<file path="src/rtl/audio_i2s_tx.sv">
`default_nettype none
// ============================================================================
// Module      : audio_i2s_tx
// Description : I2S audio transmitter fed by a 4-entry stereo PCM FIFO.
//               A clk divider produces the bit clock; each frame carries one
//               {left,right} pair, MSB first, one bclk behind word-select.
// Ports       : clk        - single clock, rising edge
//               rst        - synchronous active-high reset
//               pcm_stb    - one-cycle push strobe for pcm_left/pcm_right
//               pcm_left   - signed 16-bit left sample
//               pcm_right  - signed 16-bit right sample
//               clr_flags  - clears the sticky overflow/underflow flags
//               i2s_bclk   - bit clock
//               i2s_lrclk  - word select (0 = left, 1 = right)
//               i2s_sdata  - serial data
//               fifo_level - stereo entries held, 0..4
//               overflow   - sticky: a pushed pair was dropped
//               underflow  - sticky: an empty frame went out after priming
// Revision    : 1.0 - initial release
// ============================================================================
module audio_i2s_tx #(
  parameter int HALF_DIV  = 25,
  parameter int SLOT_BITS = 20
) (
  input  logic        clk,
  input  logic        rst,
  input  logic        pcm_stb,
  input  logic [15:0] pcm_left,
  input  logic [15:0] pcm_right,
  input  logic        clr_flags,
  output logic        i2s_bclk,
  output logic        i2s_lrclk,
  output logic        i2s_sdata,
  output logic [2:0]  fifo_level,
  output logic        overflow,
  output logic        underflow
);

  localparam int DW = (HALF_DIV > 2) ? $clog2(HALF_DIV) : 1;
  localparam int BW = $clog2(2 * SLOT_BITS);

  localparam logic [DW-1:0] c_DIV_LAST   = DW'(HALF_DIV - 1);
  localparam logic [BW-1:0] c_B_LAST     = BW'(2 * SLOT_BITS - 1);
  localparam logic [BW-1:0] c_B_LDATA    = BW'(16);
  localparam logic [BW-1:0] c_B_RSLOT    = BW'(SLOT_BITS);
  localparam logic [BW-1:0] c_B_RDATA_HI = BW'(SLOT_BITS + 15);
  localparam logic [BW-1:0] c_B_WS_RISE  = BW'(SLOT_BITS - 1);
  localparam logic [BW-1:0] c_B_WS_FALL  = BW'(2 * SLOT_BITS - 2);

  // Registered state
  logic [DW-1:0] div_cnt_q, div_cnt_d;
  logic          bclk_q, bclk_d;
  logic [BW-1:0] b_q, b_d;
  logic          lrclk_q, lrclk_d;
  logic          sdata_q, sdata_d;
  logic [1:0]    wr_ptr_q, wr_ptr_d;
  logic [1:0]    rd_ptr_q, rd_ptr_d;
  logic [2:0]    count_q, count_d;
  logic [31:0]   frame_q, frame_d;
  logic          overflow_q, overflow_d;
  logic          underflow_q, underflow_d;
  logic          primed_q, primed_d;
  logic [31:0]   mem_q [0:3];
  logic [31:0]   mem_d [0:3];

  // Combinational helpers
  logic          w_div_wrap;
  logic          w_fall;
  logic          w_pop_pt;
  logic          w_empty;
  logic          w_full;
  logic          w_do_pop;
  logic          w_do_push;
  logic [BW-1:0] w_roff;
  logic [15:0]   w_left;
  logic [15:0]   w_right;
  logic          w_lr_next;
  logic          w_sd_next;

  // --------------------------------------------------------------------------
  // Bit clock, bit index and serial output
  // --------------------------------------------------------------------------
  always_comb begin
    w_div_wrap = (div_cnt_q == c_DIV_LAST);
    // bclk is about to go 1->0: this is the only cycle the serial side moves
    w_fall     = w_div_wrap && bclk_q;

    div_cnt_d  = w_div_wrap ? '0 : div_cnt_q + DW'(1);
    bclk_d     = w_div_wrap ? ~bclk_q : bclk_q;

    b_d = b_q;
    if (w_fall) begin
      b_d = (b_q == c_B_LAST) ? '0 : b_q + BW'(1);
    end

    // Frame register is swapped while the last (padding) bit is going out,
    // so the new word is first seen at the following b = 0.
    w_pop_pt = w_fall && (b_d == c_B_LAST);

    w_left  = frame_q[31:16];
    w_right = frame_q[15:0];
    w_roff  = b_d - c_B_RSLOT;

    // Bit positions 0..15 inside a slot map to sample bits 15..0, i.e. the
    // inverted low nibble of the slot offset.
    w_sd_next = 1'b0;
    if (b_d < c_B_LDATA) begin
      w_sd_next = w_left[~b_d[3:0]];
    end else if ((b_d >= c_B_RSLOT) && (b_d <= c_B_RDATA_HI)) begin
      w_sd_next = w_right[~w_roff[3:0]];
    end

    // Word select leads the slot by one bit (standard I2S delay)
    w_lr_next = (b_d >= c_B_WS_RISE) && (b_d <= c_B_WS_FALL);

    lrclk_d = w_fall ? w_lr_next : lrclk_q;
    sdata_d = w_fall ? w_sd_next : sdata_q;
  end

  // --------------------------------------------------------------------------
  // FIFO, frame register and sticky flags
  // --------------------------------------------------------------------------
  always_comb begin
    w_empty   = (count_q == 3'd0);
    w_full    = (count_q == 3'd4);
    w_do_pop  = w_pop_pt && !w_empty;
    // A pop in the same cycle frees the slot, so a full FIFO still accepts
    w_do_push = pcm_stb && (!w_full || w_do_pop);

    mem_d = mem_q;
    if (w_do_push) begin
      mem_d[wr_ptr_q] = {pcm_left, pcm_right};
    end

    wr_ptr_d = w_do_push ? wr_ptr_q + 2'd1 : wr_ptr_q;
    rd_ptr_d = w_do_pop  ? rd_ptr_q + 2'd1 : rd_ptr_q;

    unique case ({w_do_push, w_do_pop})
      2'b10:   count_d = count_q + 3'd1;
      2'b01:   count_d = count_q - 3'd1;
      default: count_d = count_q;
    endcase

    frame_d = frame_q;
    if (w_pop_pt) begin
      frame_d = w_empty ? 32'd0 : mem_q[rd_ptr_q];
    end

    primed_d = primed_q | w_do_pop;

    // A new event in the same cycle as clr_flags keeps the flag set
    overflow_d = overflow_q;
    if (pcm_stb && w_full && !w_do_pop) begin
      overflow_d = 1'b1;
    end else if (clr_flags) begin
      overflow_d = 1'b0;
    end

    underflow_d = underflow_q;
    if (w_pop_pt && w_empty && primed_q) begin
      underflow_d = 1'b1;
    end else if (clr_flags) begin
      underflow_d = 1'b0;
    end
  end

  always_ff @(posedge clk) begin
    if (rst) begin
      div_cnt_q   <= '0;
      bclk_q      <= 1'b0;
      b_q         <= '0;
      lrclk_q     <= 1'b0;
      sdata_q     <= 1'b0;
      wr_ptr_q    <= 2'd0;
      rd_ptr_q    <= 2'd0;
      count_q     <= 3'd0;
      frame_q     <= 32'd0;
      overflow_q  <= 1'b0;
      underflow_q <= 1'b0;
      primed_q    <= 1'b0;
    end else begin
      div_cnt_q   <= div_cnt_d;
      bclk_q      <= bclk_d;
      b_q         <= b_d;
      lrclk_q     <= lrclk_d;
      sdata_q     <= sdata_d;
      wr_ptr_q    <= wr_ptr_d;
      rd_ptr_q    <= rd_ptr_d;
      count_q     <= count_d;
      frame_q     <= frame_d;
      overflow_q  <= overflow_d;
      underflow_q <= underflow_d;
      primed_q    <= primed_d;
    end
  end

  // Storage needs no reset: pointers and count define which entries are valid
  always_ff @(posedge clk) begin
    mem_q <= mem_d;
  end

  assign i2s_bclk   = bclk_q;
  assign i2s_lrclk  = lrclk_q;
  assign i2s_sdata  = sdata_q;
  assign fifo_level = count_q;
  assign overflow   = overflow_q;
  assign underflow  = underflow_q;

endmodule
`default_nettype wire

</file>
<file path="config.mk">
export PLATFORM = sky130hd
export DESIGN_NAME = audio_i2s_tx
export DESIGN_NICKNAME = d
export VERILOG_FILES = /design/src/rtl/audio_i2s_tx.sv
export SDC_FILE = /design/constraint.sdc
export NUM_CORES = 1
export LEC_CHECK = 0
export ABC_AREA = 1
export CAP_MARGIN = 10
export CORE_AREA = 2 2 169 171
export DETAILED_ROUTE_END_ITERATION = 12
export DIE_AREA = 0 0 171 173
export GPL_TIMING_DRIVEN = 0
export HOLD_SLACK_MARGIN = 0.06
export RECOVER_POWER = 50
export SYNTH_ARGS = -nofsm -noshare
export SYNTH_HDL_FRONTEND = slang
export SYNTH_SLANG_ARGS = --single-unit
</file>
<file path="constraint.sdc">
create_clock -name clk -period 4.1 [get_ports clk]
set_input_delay 0.82 -clock clk [delete_from_list [all_inputs] [get_ports clk]]
set_output_delay 0.82 -clock clk [all_outputs]
set_load 0.02 [all_outputs]
</file>
==> out/results.txt <==
Chip Width -> 171 µm
area of the mapped netlist -> 7710 µm²
via density per instance -> 4.46
Pre-antenna DRT Iters -> 5
Inst Count DP -> 1139
clk_lat worst skew -> 0.43 ns
Hold Slack -> 0.463 ns
routed vias -> 5241
Final setup viols -> 0
Mapped Cells -> 715
final cell count without fillers -> 1175
die height -> 173 µm
Routed Antenna Nets -> 0
worst hold path startpoint -> underflow
clock-pin transition on the worst setup and hold timing paths -> 0.07 ns
async set-or-reset flop fraction in the synthesized netlist -> 0%
leading area contributor after synthesis -> edfxtp_1
Worst Hold Class -> reg2reg
Post-synth top flop -> edfxtp_1
number of global-route vias before repair -> 5153
Worst Tran Pin Value -> 0.768 ns
post-detail-place hpwl -> 11.7 mm
status -> completed
main area contributors after synthesis -> edfxtp_1, dfxtp_1, o21ai_0, nor2_1, nand2_1
top fanout value on the critical path -> 9
cell family with most CP delay -> simple AND/OR/NAND/NOR gates
Starting Density -> 27.9%
Max Clk Rate -> 260 MHz
IO Count -> 44
Worst path slowest cell -> fa_1
Max Cap Viol -> 0
top cell type's share of synthesized area -> 49.9%
first-pass GRT wire length -> 27.7 mm
Yosys warning total -> 0
Hold EP -> underflow
Post-synth EDFFs -> 128
port buffer count -> 42
setup tns final -> 0 ns
CTS tree -> done
Routed WL -> 17.4 mm
ant diodes -> 0
CORE AREA -> 27600 µm²
library cells used by synthesis -> 32
H-tree Lvls -> 4
average size of a mapped cell -> 10.8 µm²
die area -> 29600 µm²
Area Overhead vs Synth -> 21.6%
RSZ-0062 raised after global routing -> true
first-iteration detailed-routing DRC count -> 389
worst flop-to-flop path startpoint -> div_cnt_q[0]
Crit Reg-Reg Endpoint -> fifo_level[2]
r2r worst-path depth -> 20
antenna violations before repair -> 0
WL/cell -> 14.8 µm
count of final max-slew check failures -> 0
All-Layer GR Usage -> 12.2%
Fillers -> 2799
CP Class -> reg2reg
arrival time worst endpoint -> 4.17 ns
CTS Buf Count -> 17
CP Buf/Inv Count -> 3
Clock Sinks -> 184
final hold violations -> 0
Power Total -> 0.00383 W
setup slack, reg-to-reg -> 0.25 ns
Critical Path Sink Type -> register
clock root buffer master -> clkbuf_16
Hold Path Depth -> 2
worst path cell trace -> inv_1 -> ha_1 -> nand2_2 -> nand3b_1 -> nor2_2 -> xor2_4 -> inv_1 -> ha_1 -> nand2_1 -> nor2_4 -> nand4_4 -> nand2_1 -> nand2_2 -> ha_1 -> inv_1 -> fa_1 -> a21oi_1 -> o21ai_0 -> o21ai_0 -> a21oi_1
Worst IR Drop VDD -> 0.257 mV
Layout Utilization -> 33.9%
Net Count, Synth -> 763
Cell Pwr Density -> 409 nW/µm²
post-synthesis sequential area ratio -> 64.4%
layout cell share with drive strength beyond 1 -> 14.8%
Critical Path Max Stage Delay -> 0.38 ns
global route overflow -> 0
NumNets Final -> 832
Placer Congestion -> 0.769
clock skew -> 0.0146 ns
deepest clock path buffer count -> 2
largest net degree at the start of global routing -> 24
min cycle time layout -> 3.85 ns
CTS Hold Buffers Added -> 0
Data required, critical path -> 4.42 ns
Static Leak -> 3.15 nW
Residual DRC -> 0
Startpoint Class -> register
FP Rows -> 61
relative slew slack -> 48.8%
flops & latches, synth -> 184
crit share post-route -> 94.0%
state kept, by name (all words and copies together) (netlist names):
signal and cells:
wr_ptr_q 2, underflow 1, i2s_bclk 1, div_cnt_q 5
i2s_sdata 1, overflow 1, primed_q 1, mem_q 128
i2s_lrclk 1, fifo_level 3, rd_ptr_q 2, frame_q 32
b_q 6
cell usage after synthesis, types with 2 or more instances:
master	n
a21oi_1	18
a21oi_2	28
buf_2	2
buf_6	3
clkbuf_1	29
dfxtp_1	56
edfxtp_1	128
ha_1	11
inv_1	48
inv_2	2
nand2_1	83
nand2_2	32
nand3_1	50
nand3b_1	8
nor2_1	93
nor3_1	2
o21a_1	2
o21ai_0	71
o22ai_1	32
xor2_1	5
tightest hold or removal path, stage by stage, from the launching register on:
cell	delay [ns]
dfxtp_1	0.31
nand2_1	0.06
a21oi_1	0.05
area by class of cell:
class	count	area (µm²)	area share, %
inverter	51	191	2.04
clock inverter	13	144	1.53
sequential	184	4960	53.0
timing repair buffer	50	563	6.01
buffer	35	156	1.67
multi-input combinational	445	2450	26.1
clock buffer	19	433	4.62
tap	378	473	5.05
per-layer routing:
metal	GRT usage, %	part of all wire (%)
met5	0	0
met4	3.88	1.4
met3	2.52	3.7
met2	20.2	50
met1	15.8	45
report_power, final:
group / switching, W / internal [W]
sequential: 0.0000163 / 0.00205
combinational: 0.000111 / 0.0000682
clock: 0.000731 / 0.000855
total: 0.000859 / 0.00298
layout by cell type, fill, tap and decap left out, types with 17 or more instances in the layout:
cell	count
inv_1	48
nor2_1	88
o21ai_0	71
clkbuf_1	31
a21oi_2	28
o22ai_1	32
nand3_1	50
edfxtp_1	128
nand2_2	33
dfxtp_1	56
dlygate4sd3_1	35
nand2_1	82
clkbuf_16	17
a21oi_1	18
repair_timing:
action,in CTS,in global routing
endpoints found under the setup margin,2,2
pin swaps,0,2
setup buffers,0,4
resized for setup,2,2
kinds of logic after synthesis:
| family | synth area share, % |
|---|---|
| adders and majority gates | 2.05 |
| xor gates and xnor gates | 0.568 |
| DFF | 64.4 |
| buffers and inverters | 4.51 |
| AOI/OAI and AO/OA | 12.0 |
| and+or+nand+nor | 16.4 |
worst max path at each step:
| stage | depth (start not counted) | slack [ns] | from | to |
|---|---|---|---|---|
| 2_1_floorplan | 15 | 0.17 | div_cnt_q[0] | mem_q[0] |
| 3_3_place_gp | 14 | -1.61 | div_cnt_q[0] | mem_q[8] |
| 3_5_place_dp | 20 | -0.28 | div_cnt_q[0] | fifo_level[2] |
| 4_1_cts | 20 | 0.08 | div_cnt_q[0] | fifo_level[2] |
| 5_1_grt | 21 | -0.03 | div_cnt_q[0] | fifo_level[2] |
| 6_report | 20 | 0.25 | div_cnt_q[0] | fifo_level[2] |
through the flow:
step                setup slack (ns)  cell area [µm²]
finish                         0.248             9370
global route                 -0.0295             9370
CTS                           0.0818             9310
detailed placement            -0.280             8720
global placement               -1.61             8600
floorplan                      0.170             7710
Power figures use the tool's default switching activity.
